--- config.mk ---
export PLATFORM = sky130hd
export DESIGN_NAME = id_ex_pipe_reg
export DESIGN_NICKNAME = d
export VERILOG_FILES = /design/src/rtl/id_ex_pipe_reg.sv
export SDC_FILE = /design/constraint.sdc
export NUM_CORES = 1
export LEC_CHECK = 0
export CAP_MARGIN = 30
export CORE_ASPECT_RATIO = 0.7
export CORE_MARGIN = 2
export CORE_UTILIZATION = 30
export DETAILED_ROUTE_END_ITERATION = 6
export MAX_ROUTING_LAYER = met4
export PLACE_DENSITY = 0.63
export SLEW_MARGIN = 20
export SYNTH_ARGS = -nofsm -noshare
export SYNTH_HDL_FRONTEND = slang
export SYNTH_SLANG_ARGS = --single-unit
--- constraint.sdc ---
create_clock -name clk -period 2.67 [get_ports clk]
set_input_delay 0.801 -clock clk [delete_from_list [all_inputs] [get_ports clk]]
set_output_delay 0.801 -clock clk [all_outputs]
set_load 0.005 [all_outputs]
--- src/rtl/id_ex_pipe_reg.sv ---
// ID/EX pipeline register with load-use hazard detection, flush/stall handling
// and a saturating count of inserted bubbles.
module id_ex_pipe_reg #(
  parameter int DATA_W  = 32,
  parameter int RA_W    = 5,
  parameter int ALUOP_W = 2,
  parameter int CNT_W   = 16
) (
  input  logic               clk,
  input  logic               rst_n,
  input  logic               id_valid,
  input  logic               id_regdst,
  input  logic               id_alusrc,
  input  logic               id_memtoreg,
  input  logic               id_regwrite,
  input  logic               id_memread,
  input  logic               id_memwrite,
  input  logic               id_branch,
  input  logic [ALUOP_W-1:0] id_aluop,
  input  logic [DATA_W-1:0]  id_pc,
  input  logic [DATA_W-1:0]  id_readda1,
  input  logic [DATA_W-1:0]  id_readda2,
  input  logic [DATA_W-1:0]  id_imm,
  input  logic [RA_W-1:0]    id_rs,
  input  logic [RA_W-1:0]    id_rt,
  input  logic [RA_W-1:0]    id_rd,
  input  logic               stall,
  input  logic               flush,
  output logic               ex_valid,
  output logic               ex_regdst,
  output logic               ex_alusrc,
  output logic               ex_memtoreg,
  output logic               ex_regwrite,
  output logic               ex_memread,
  output logic               ex_memwrite,
  output logic               ex_branch,
  output logic [ALUOP_W-1:0] ex_aluop,
  output logic [DATA_W-1:0]  ex_pc,
  output logic [DATA_W-1:0]  ex_readda1,
  output logic [DATA_W-1:0]  ex_readda2,
  output logic [DATA_W-1:0]  ex_imm,
  output logic [RA_W-1:0]    ex_rs,
  output logic [RA_W-1:0]    ex_rt,
  output logic [RA_W-1:0]    ex_rd,
  output logic               load_use_stall,
  output logic [CNT_W-1:0]   bubble_cnt
);

  localparam int CTRL_W = 7;

  logic               valid_q, valid_d;
  logic [CTRL_W-1:0]  ctrl_q, ctrl_d;
  logic [ALUOP_W-1:0] aluop_q, aluop_d;
  logic [DATA_W-1:0]  pc_q, pc_d;
  logic [DATA_W-1:0]  rda1_q, rda1_d;
  logic [DATA_W-1:0]  rda2_q, rda2_d;
  logic [DATA_W-1:0]  imm_q, imm_d;
  logic [RA_W-1:0]    rs_q, rs_d;
  logic [RA_W-1:0]    rt_q, rt_d;
  logic [RA_W-1:0]    rd_q, rd_d;
  logic [CNT_W-1:0]   cnt_q, cnt_d;

  logic [CTRL_W-1:0]  id_ctrl;
  logic               ex_memread_q;
  logic               bubble;

  assign id_ctrl = {id_regdst, id_alusrc, id_memtoreg, id_regwrite,
                    id_memread, id_memwrite, id_branch};
  assign ex_memread_q = ctrl_q[2];

  // $0 is hardwired, so a load targeting it can never create a real hazard
  assign load_use_stall = valid_q & ex_memread_q & id_valid & (rt_q != '0) &
                          ((rt_q == id_rs) | (rt_q == id_rt)) & ~stall & ~flush;

  assign bubble = flush | load_use_stall;

  always_comb begin
    valid_d = valid_q;
    ctrl_d  = ctrl_q;
    aluop_d = aluop_q;
    pc_d    = pc_q;
    rda1_d  = rda1_q;
    rda2_d  = rda2_q;
    imm_d   = imm_q;
    rs_d    = rs_q;
    rt_d    = rt_q;
    rd_d    = rd_q;
    cnt_d   = cnt_q;
    if (bubble) begin
      valid_d = 1'b0;
      ctrl_d  = '0;
      aluop_d = '0;
      pc_d    = '0;
      rda1_d  = '0;
      rda2_d  = '0;
      imm_d   = '0;
      rs_d    = '0;
      rt_d    = '0;
      rd_d    = '0;
      if (id_valid && (cnt_q != '1)) begin
        cnt_d = cnt_q + 1'b1;
      end
    end else if (!stall) begin
      // an empty slot must never carry write enables into later stages
      valid_d = id_valid;
      ctrl_d  = id_valid ? id_ctrl : '0;
      aluop_d = id_valid ? id_aluop : '0;
      pc_d    = id_pc;
      rda1_d  = id_readda1;
      rda2_d  = id_readda2;
      imm_d   = id_imm;
      rs_d    = id_rs;
      rt_d    = id_rt;
      rd_d    = id_rd;
    end
  end

  always_ff @(posedge clk or negedge rst_n) begin
    if (!rst_n) begin
      valid_q <= 1'b0;
      ctrl_q  <= '0;
      aluop_q <= '0;
      pc_q    <= '0;
      rda1_q  <= '0;
      rda2_q  <= '0;
      imm_q   <= '0;
      rs_q    <= '0;
      rt_q    <= '0;
      rd_q    <= '0;
      cnt_q   <= '0;
    end else begin
      valid_q <= valid_d;
      ctrl_q  <= ctrl_d;
      aluop_q <= aluop_d;
      pc_q    <= pc_d;
      rda1_q  <= rda1_d;
      rda2_q  <= rda2_d;
      imm_q   <= imm_d;
      rs_q    <= rs_d;
      rt_q    <= rt_d;
      rd_q    <= rd_d;
      cnt_q   <= cnt_d;
    end
  end

  assign ex_valid = valid_q;
  assign {ex_regdst, ex_alusrc, ex_memtoreg, ex_regwrite,
          ex_memread, ex_memwrite, ex_branch} = ctrl_q;
  assign ex_aluop   = aluop_q;
  assign ex_pc      = pc_q;
  assign ex_readda1 = rda1_q;
  assign ex_readda2 = rda2_q;
  assign ex_imm     = imm_q;
  assign ex_rs      = rs_q;
  assign ex_rt      = rt_q;
  assign ex_rd      = rd_q;
  assign bubble_cnt = cnt_q;

endmodule
==> flow_metrics.env <==
export IMPL_finalMaxSlewViolations=0
export IMPL_pre_cts_ws_ns=-0.565
export IMPL_switching_share_pct=25.9
export IMPL_hold_viol=0
export IMPL_cap_violations=0
export IMPL_p_int_mw=4.87
export IMPL_synth_main_ff_cell="dfrtp_1"
export IMPL_vdd_drop_max_mv=0.382
export IMPL_skew_ns=0.00803
export IMPL_drt_pass1_iter_count=4
export IMPL_p_sw_mw=1.70
export IMPL_vias=5588
export IMPL_port_buffers=326
export IMPL_synthCells=593
export IMPL_seqPwrFrac_pct=43.6
export IMPL_num_nets_final=1085
export IMPL_setup_viol=0
export IMPL_cts_root_buf="clkbuf_16"
export IMPL_clkLatencyLatePin_ns=0.43
export IMPL_die_h_um=133
export IMPL_remaining_drc_errors=0
export IMPL_total_power_mw=6.57
export IMPL_yosys_top_cells_area="dfrtp_1 (60%), mux2i_1 (20%), nor2_1 (8.4%)"
export IMPL_grt_overflow_total=0
export IMPL_die_width_um=188
export IMPL_io_pin_count=327
export IMPL_htreeDepth=4
export IMPL_diodes=0
export IMPL_post_route_period_util_pct=98.9
export IMPL_drive_gt1_share_pct=8.30
export IMPL_path_clk_slew_ns=0.07
export IMPL_power_density_nw_per_um2=572
export IMPL_synthArstFlopShare_pct=100
export IMPL_cts_tree="done"
export IMPL_leakage_nw=5.30
export IMPL_wirelength_um=20700
export IMPL_finalWorstSetupSlack_ns=0.0305
export IMPL_status="complete, no violations"
export IMPL_core_area_um2=23400
export IMPL_area_growth_pct=62.2
export IMPL_seq_area_frac_synth_pct=59.7
export IMPL_cts_sinks=169
export IMPL_crit_required_ns=1.87
export IMPL_routabilityCongestion=0.777
export IMPL_synth_cell_types=36
export IMPL_final_cell_mix="clkdlybuf4s50_1 (312), dfrtp_1 (169), nor2_1 (158)"
export IMPL_synth_edf_count=0
export IMPL_ctsLongestPathBuffers=2
export IMPL_final_common_cell="clkdlybuf4s50_1"
export IMPL_grt_max_degree=93
export IMPL_timing_slew_headroom_pct=33.5
export IMPL_syn_nets=751
export IMPL_criticalPathCategory="in2out"
export IMPL_power_frac_comb_pct=17.8
export IMPL_start_util_pct=30.3
export IMPL_ys_warn_count=0
export IMPL_antenna_found_initial=0
export IMPL_first_global_vias=5862
export IMPL_setup_tns_ns=0
export IMPL_ant_nets=0
export IMPL_worst_pin_slew_ns=0.998
export IMPL_synth_seq_cells=169
export IMPL_cp_max_fo=2
export IMPL_synth_top_area_share_pct=59.7
export IMPL_worst_hold_path_type="in2async"
export IMPL_cp_arrival_ns=1.84
export IMPL_hpwl_um=14800
export IMPL_grtUsageTotal_pct=17.2
export IMPL_num_rows=47
export IMPL_worstSetupStartpointType="primary input"
export IMPL_routedWlPerCell_um=16.4
export IMPL_via_per_inst=4.44
export IMPL_fin_crit_ns=2.64
export IMPL_clockPowerShare_pct=38.6
export IMPL_fillers=2170
export IMPL_avgSynthCellArea_um2=11.9
export IMPL_drt_iter0_drc=210
export IMPL_cts_buffers_inserted=17
export IMPL_grt_pass1_wl_um=32400
export IMPL_die_area_um2=24900
export IMPL_end_kind="output pin"
export IMPL_synth_area_um2=7080
export IMPL_max_freq_mhz=379
export IMPL_yosysTopAreaCell="dfrtp_1"
## kinds of logic after synthesis
| group | Yosys count | share of synthesized area (%) |
|---|---|---|
| xor+xnor | 22 | 2.72 |
| mux | 146 | 20.7 |
| simple gates | 200 | 12.2 |
| fa+ha+maj | 1 | 0.177 |
| compound gates | 18 | 2.15 |
| flops | 169 | 59.7 |
| buf+inv | 37 | 2.37 |
## metrics by stage
step	utilization [%]	cells	cell area [um^2]	hold slack, ns
4_1_cts	49.1	1258	11500	0.255
6_report	49.1	1258	11500	0.274
3_3_place_gp	46.4	1223	10900	0.488
5_1_grt	49.1	1258	11500	0.267
2_1_floorplan	-	593	7080	0.485
3_5_place_dp	46.4	1223	10900	0.493
## registers in the layout (all words and copies together), names as in the netlist
register / flops
ex_imm: 32
ex_aluop: 2
ex_rs: 5
ex_readda2: 32
ex_rd: 5
ex_valid: 1
ex_rt: 5
ex_readda1: 32
ex_pc: 32
ctrl_q: 7
bubble_cnt: 16
## per-layer routing
metal  GRT usage, %  vias to the layer above  share of wire [%]
met4           4.86                        0                1.0
met5              -                        -                  0
li1               -                     2660                  -
met3           6.60                       15                8.3
met1           22.6                     2704                 47
met2           24.8                      209                 43
## worst max-delay path: stages
cell and delay [ns]:
dlygate4sd2_1 0.28, xnor2_2 0.20, nand3_1 0.13, o22ai_2 0.17, nand2_1 0.06, nor2_1 0.08, buf_2 0.12
## power groups by stage
stage	sequential, mW	combinational (mW)	clock, mW
2_1_floorplan	2.91	0.391	0
4_1_cts	2.87	1.19	2.63
5_1_grt	2.89	1.27	2.74
6_report	2.87	1.17	2.54
3_5_place_dp	2.91	1.18	0
3_3_place_gp	2.91	1.18	0
## area by class of cell
class                      count  area [um^2]  area share (%)
clock buffer                  18          439            3.82
clock inverter                14          161            1.40
inverter                       1         3.75          0.0327
multi-input combinational    387         2720            23.7
sequential                   169         4230            36.8
tap                          318          398            3.46
timing repair buffer         351         3540            30.8
## repair_timing
item / 4_1_cts / 5_1_grt
hold buffers: 0 / 0
resized for setup: 18 / 2
hold endpoints to repair: 0 / 0
pin swaps: 6 / 1
endpoints found under the setup margin: 1 / 1
setup buffers: 3 / 0
## cells in the mapped netlist (2+ instances only)
| cell | count |
|---|---|
| and3_1 | 2 |
| nor3_1 | 5 |
| buf_2 | 20 |
| mux2i_1 | 145 |
| nand2_1 | 8 |
| dfrtp_1 | 169 |
| buf_1 | 3 |
| xor2_1 | 4 |
| a21oi_1 | 2 |
| clkbuf_1 | 12 |
| nor2_1 | 158 |
| nor3b_2 | 2 |
| nand4_1 | 7 |
| xnor2_1 | 18 |
| a22oi_1 | 8 |
| nand3_1 | 8 |
| o21ai_0 | 2 |
| and2_1 | 2 |
## worst paths after layout
| check | slack (ns) | cells after the start | to | from |
|---|---|---|---|---|
| worst max-delay path | 0.03 | 7 | load_use_stall | id_rs[4] |
| worst min-delay path | 0.27 | 1 | ex_pc[21] | rst_n |
| worst max register to register | 0.61 | 10 | bubble_cnt[15] | ex_rt[4] |
| worst min register to register | 0.50 | 1 | bubble_cnt[11] | bubble_cnt[11] |
| max in group asynchronous | 1.65 | 2 | ex_readda2[22] | rst_n |
| min in group clk | 0.50 | 1 | bubble_cnt[11] | bubble_cnt[11] |
Note: power is estimated with default switching activity, not from simulation.
